--- src/rtl/seq_shift_unit.sv ---
// Sequenced shifter: shifts the captured operand one bit per clock in logical,
// arithmetic or rotate mode, then presents the result on Y with a done pulse.
module seq_shift_unit #(
    parameter int WIDTH = 4,
    parameter int AMT_W = 2
) (
    input  logic             clk,
    input  logic             rst_n,
    input  logic             start,
    input  logic [WIDTH-1:0] A,
    input  logic [AMT_W-1:0] amt,
    input  logic             dir,
    input  logic [1:0]       mode,
    output logic             busy,
    output logic             done,
    output logic [WIDTH-1:0] Y
);

    // state | meaning
    // IDLE  | waiting for start; Y holds the last result
    // SHIFT | one 1-bit step per cycle until the counter reaches zero
    // DONE  | Y valid, done pulses for one cycle
    typedef enum logic [1:0] {
        IDLE  = 2'd0,
        SHIFT = 2'd1,
        DONE  = 2'd2
    } state_t;

    state_t           state;
    state_t           state_next;
    logic [WIDTH-1:0] work;
    logic [WIDTH-1:0] step;
    logic [AMT_W-1:0] cnt;
    logic             dir_q;
    logic [1:0]       mode_q;

    // mode 11 decodes as logical
    always_comb begin
        step = work;
        unique case (mode_q)
            2'b01: step = dir_q ? {work[WIDTH-1], work[WIDTH-1:1]}
                                : {work[WIDTH-2:0], 1'b0};
            2'b10: step = dir_q ? {work[0], work[WIDTH-1:1]}
                                : {work[WIDTH-2:0], work[WIDTH-1]};
            default: step = dir_q ? {1'b0, work[WIDTH-1:1]}
                                  : {work[WIDTH-2:0], 1'b0};
        endcase
    end

    always_ff @(posedge clk or negedge rst_n) begin
        if (!rst_n) begin
            state <= IDLE;
        end else begin
            state <= state_next;
        end
    end

    always_comb begin
        state_next = state;
        unique case (state)
            IDLE:    if (start) state_next = SHIFT;
            SHIFT:   if (cnt == '0) state_next = DONE;
            DONE:    state_next = IDLE;
            default: state_next = IDLE;
        endcase
    end

    always_comb begin
        busy = (state == SHIFT) || (state == DONE);
        done = (state == DONE);
    end

    always_ff @(posedge clk or negedge rst_n) begin
        if (!rst_n) begin
            work   <= '0;
            cnt    <= '0;
            dir_q  <= 1'b0;
            mode_q <= 2'b00;
            Y      <= '0;
        end else begin
            unique case (state)
                IDLE: begin
                    if (start) begin
                        work   <= A;
                        cnt    <= amt;
                        dir_q  <= dir;
                        mode_q <= mode;
                    end
                end
                SHIFT: begin
                    if (cnt != '0) begin
                        work <= step;
                        cnt  <= cnt - 1'b1;
                    end else begin
                        Y <= work;
                    end
                end
                default: ;
            endcase
        end
    end

endmodule

--- config.mk ---
export PLATFORM = sky130hd
export DESIGN_NAME = seq_shift_unit
export DESIGN_NICKNAME = d
export VERILOG_FILES = /design/src/rtl/seq_shift_unit.sv
export SDC_FILE = /design/constraint.sdc
export NUM_CORES = 1
export LEC_CHECK = 0
export ABC_CLOCK_PERIOD_IN_PS = 1600
export BUFFER_PORTS_ARGS = -buffer_cell sky130_fd_sc_hd__buf_2
export CORE_MARGIN = 3
export CORE_UTILIZATION = 47
export CTS_CLUSTER_SIZE = 25
export DETAILED_ROUTE_END_ITERATION = 16
export PLACE_DENSITY = 0.73
export SYNTH_ARGS = -nofsm -noshare
export SYNTH_HDL_FRONTEND = slang
export SYNTH_SLANG_ARGS = --single-unit
--- constraint.sdc ---
create_clock -name clk -period 1.6 [get_ports clk]
set_input_delay 0.32 -clock clk [delete_from_list [all_inputs] [get_ports clk]]
set_output_delay 0.32 -clock clk [all_outputs]
set_load 0.02 [all_outputs]
### Word-level counts from Yosys, hierarchy flattened

Cells that the tools add are included.

| cells by class | value |
|---|---|
| eq/ne operators | 8 |
| reductions and logical operators | 10 |
| muxes and demuxes | 13 |
| bitwise logic cells | 1 |
| $add $sub $neg | 1 |

Operators by type and width:

| operator | count |
|---|---|
| two-way mux 4 bit | 5 |
| one-hot mux 4 bit (2 select lines) | 2 |
| two-way mux 2 bit | 4 |
| one-hot mux 2 bit (2 select lines) | 2 |
| AND reduction 2 bit | 3 |
| equality test 2 x 1 -> 1 bit (second input constant) | 2 |
| equality test 2 bit (second input constant) | 2 |
| logical NOT 2 bit | 2 |
| != test 2 bit (second input constant) | 2 |
| AND reduction 4 bit | 1 |
| nonzero test 2 bit | 2 |
| != test 3 bit (second input constant) | 1 |
| AND reduction 3 bit | 1 |
| != test 2 x 1 -> 1 bit (second input constant) | 1 |
| subtractor 2 x 1 -> 2 bit (second input constant) | 1 |
| logical OR 1 bit | 1 |
| NOT 1 bit | 1 |

| storage, ports and cells | value |
|---|---|
| output and inout bits | 6 |
| word-level logic and storage cells | 40 |
| bits in registers | 15 |
| input bits | 12 |

### Logic depth before layout (Yosys ltp)

| depth | value |
|---|---|
| depth after elaboration | 4 |
| mapped depth | 8 |
| depth with buffers taken out | 6 |

### Worst setup path before layout

No wires, ideal clock.

| timing | value |
|---|---|
| path kind | register to register |
| start point | reg state[1] |
| end point | reg work[0] |
| buffers on the path | 2 |
| library setup time | 0.125 ns |
| required time | 1.475 ns |
| cell stages (with the launch flop) | 8 |
| arrival time | 1.397 ns |
| slack | 0.078 ns |
| period minus slack after synthesis | 1.522 ns |
| cell sequence | dfrtp_1 -> inv_1 -> ha_1 -> clkbuf_2 -> mux2i_1 -> nand2b_1 -> buf_4 -> mux2_4 |

| between the ends | value |
|---|---|
| word-level cells in the longest chain between the ends | 3 |
| elaborated cells between the ends (all ways) | 7 |
| classes of those cells | 3 x eq/ne; 1 x mux; 3 x reduce/logical |

RTL lines:

| item | line | source |
|---|---|---|
| start: declaration | 29 | `state_t state;` |
| start signal: assignment | 54 | `state <= state_next;` |
| equality test 2 x 1 -> 1 bit or logical NOT 2 bit (tied branches) | 81 | `unique case (state)` |
| != test 2 x 1 -> 1 bit (no source line), or another cell as far along | - |  |
| AND reduction 3 bit (no source line) | - |  |
| end signal: assignment | 92 | `work <= step;` |
| end: declaration | 31 | `logic [WIDTH-1:0] work;` |

Parallel ways exist; a longest one is shown, timed or not.
A chain may end at the register's enable or synchronous reset.

### Final worst setup path

| timing | value |
|---|---|
| start point | reg state[0] |
| end point | out busy |

| between the ends | value |
|---|---|
| word-level cells in the longest chain between the ends | 2 |
| elaborated cells between the ends (all ways) | 3 |
| classes of those cells | 2 x eq/ne; 1 x reduce/logical |

RTL lines:

| item | line | source |
|---|---|---|
| equality test 2 x 1 -> 1 bit or equality test 2 bit (tied branches) | 69 | `busy = (state == SHIFT) \|\| (state == DONE);` |
| logical OR 1 bit (*) | 69 |  |
| end: declaration | 14 | `output logic busy,` |

Mark *: on every way between the ends. The rest lies on a longest branch, timed or not.

==> impl_metrics.py <==
metrics = {
    "outcome": {
        "outcome": "complete, no violations",
    },
    "clocking": {
        "cts.path.max_buffers": 2,
        "cts_tree": "built",
        "clock-sinks": 15,
        "path_clk_slew_ps": 90,
        "insertion_delay_ps": 270,
        "cts_inserted_buffers": 3,
        "htree_levels": 1,
        "cts_root_buffer": "clkbuf_4",
    },
    "place": {
        "placed_cell_area_sq_um": 1010,
        "place_worst_setup_slack_ps": 3.68,
        "hpwlAfterDp_um": 1250,
        "placement.io_buffers": 17,
        "gp_congestion": 0.760,
    },
    "power_and_ir_drop": {
        "power_switching_uw": 975,
        "irDropWorstVdd_uv": 1220,
        "p_sw_share_pct": 40.9,
        "p_int_mw": 1.41,
        "power.density_nw_per_um2": 2180,
        "p_comb_share_pct": 60.6,
        "fin_total_pwr_mw": 2.39,
        "clkPwrFrac_pct": 9.0,
        "p_leak_nw": 0.555,
        "sequentialPowerShare_pct": 30.3,
    },
    "setup_path": {
        "ff2ff_setup_slack_ps": 50,
        "crit_arrival_ps": 1230,
        "reg2reg_to": "work[0]",
        "critPathRequiredTime_ps": 1280,
        "end_kind": "output port",
        "reg2regPathDepth": 6,
        "crit_type": "register to output port",
        "rr_startpoint": "mode_q[0]",
        "startpoint_type": "register",
        "critPathMaxFanout": 4,
    },
    "sta": {
        "worst_clock_skew_ps": 0.190,
        "final.min_clock_period_ps": 1550,
        "fmax_mhz": 644,
        "setup_ws_ps": 46.5,
        "hold_viol": 0,
        "rsz0062_at_grt": "false",
        "finalSetupViolCount": 0,
        "holdWs_ps": 270,
        "worst-slew-pin-transition_ps": 340,
        "fin_crit_sh_pct": 97.1,
        "relSlewSlack_pct": 77.3,
        "setup_tns_ps": 0,
        "drv_slew": 0,
    },
    "final_layout": {
        "diodes": 0,
        "layout-area-overhead-vs-synth_pct": 24.5,
        "n_fill_cell": 153,
        "fin_area_sq_um": 1090,
        "fin_nets": 133,
        "final_layout_size_suffix_gt1_share_pct": 42.0,
    },
    "logic_synthesis": {
        "synthesis.nets": 106,
        "avgSynthCellArea_sq_um": 10.2,
        "yosys-top-cells-count": "dfrtp_1 (15), nand2_1 (11), o21ai_0 (9)",
        "ys_ff_latch": 15,
        "synth-edff-count": 0,
        "synth_warnings": 0,
        "syn_inst": 86,
        "synth_area_sq_um": 877,
        "yosys.area.top_type_share_pct": 42.8,
        "synth.area.top_cells": "dfrtp_1 (43%), ha_1 (11%), mux2_2 (9.0%)",
        "synthMostInstantiatedCell": "dfrtp_1",
        "synthFlopType": "dfrtp_1",
        "yosysSeqAreaShare_pct": 42.8,
        "synth_cell_types": 21,
        "yosys.area.top_type": "dfrtp_1",
        "async_reset_ff_share_pct": 100,
    },
    "drt": {
        "viasPerCell": 4.81,
        "drc": 0,
        "drtIter0Drc": 6,
        "drt-total-wl_um": 1580,
        "num_vias": 654,
        "drt-wirelength-per-cell_um": 11.6,
        "firstDrtPassIters": 4,
        "drtAntennaViolNets": 0,
    },
    "die": {
        "rows": 14,
        "die-width_um": 49.2,
        "start_util_pct": 53.8,
        "ioPinCount": 18,
        "dieArea_sq_um": 2420,
        "core_area_sq_um": 1630,
        "die_h_um": 49.2,
    },
    "global_routing": {
        "antenna_found_initial": 0,
        "grt_pass1_vias": 671,
        "grt_pass1_wl_um": 2770,
        "grt-ovfl-total": 0,
        "grt_max_degree": 16,
        "gr-usage-all-layers_pct": 14.5,
    },
    "hold_path": {
        "hold_start": "mode[0]",
        "min_path_type": "input port to register",
        "min_to": "mode_q[0]",
        "hold_depth": 2,
    },
    "run": {
        "max_cap_violations": 0,
    },
}
## power groups by stage
stage	logic, mW	clock network, mW	registers, mW
floorplan	0.975	0	0.749
global placement	1.29	0	0.718
detailed placement	1.33	0	0.726
CTS	1.36	0.223	0.713
global route	1.61	0.244	0.749
finish	1.45	0.216	0.723
## metrics by stage
stage / std cells / util, %
final: 136 / 67.1
after floorplan: 86 / -
after global placement: 129 / 61.9
after CTS: 135 / 64.7
after global routing: 136 / 67.1
after detailed placement: 129 / 61.9
## worst max-delay path by stage
stage               from      end  slack [ps]  cells past startpoint
2_1_floorplan   state[1]  work[0]          80                      7
3_3_place_gp   mode_q[0]  work[0]          60                      6
3_5_place_dp   mode_q[0]  work[0]           4                      6
4_1_cts        mode_q[0]  work[0]          20                      6
5_1_grt         state[1]     busy        0.02                      3
6_report        state[0]     busy          50                      3
## layer usage
metal / global-route usage, % / up-vias / wire length (um)
met1: 16.5 / 304 / 697
met4: 2.84 / 0 / 6
met5: 0 / - / 0
met3: 3.36 / 2 / 66
li1: - / 336 / -
met2: 27.0 / 12 / 812
## cell families after synthesis
logic type,Yosys count,share of synthesized area [%]
simple gates,19,9.84
mux,14,18.1
buf+inv,12,6.70
compound gates,18,11.1
flops,15,42.8
fa+ha+maj,8,11.4
## cell usage in the layout (no fill, tap or decap), types with 2 or more instances in the layout
cell type,netlist,routed
a21oi_1,5,5
nor2b_1,2,2
nor2_1,3,3
mux2_2,7,7
clkbuf_4,0,3
buf_2,1,17
mux2_4,2,2
inv_1,8,7
buf_4,1,8
mux2i_1,5,4
dfrtp_1,15,15
o21ai_0,9,9
nand2_1,11,11
ha_2,0,3
ha_1,8,4
## flip-flops by register name, summed over array words and instances, names as in the netlist
| name | count |
|---|---|
| Y | 4 |
| mode_q | 2 |
| cnt | 2 |
| work | 4 |
| dir_q | 1 |
| state | 2 |
## critical path, stage by stage (launching register included)
cell and delay [ps]:
dfrtp_1 390, inv_1 130, ha_2 290, buf_2 150
## final cells by class
class	instances	area [sq um]	area share, %
clock buffer	3	22.5	2.06
inverter	8	30.0	2.75
tap	24	30.0	2.75
multi-input combinational	59	474	43.4
sequential	15	375	34.4
timing repair buffer	26	155	14.2
clock inverter	1	5.00	0.458
## timing repair
item	CTS	global route
buffers inserted	1	1
hold endpoints to repair	15	0
hold buffers	1	0
pin swaps	0	2
setup endpoints to repair	1	5
gates resized for setup	0	7
Power figures use the tool's default switching activity.
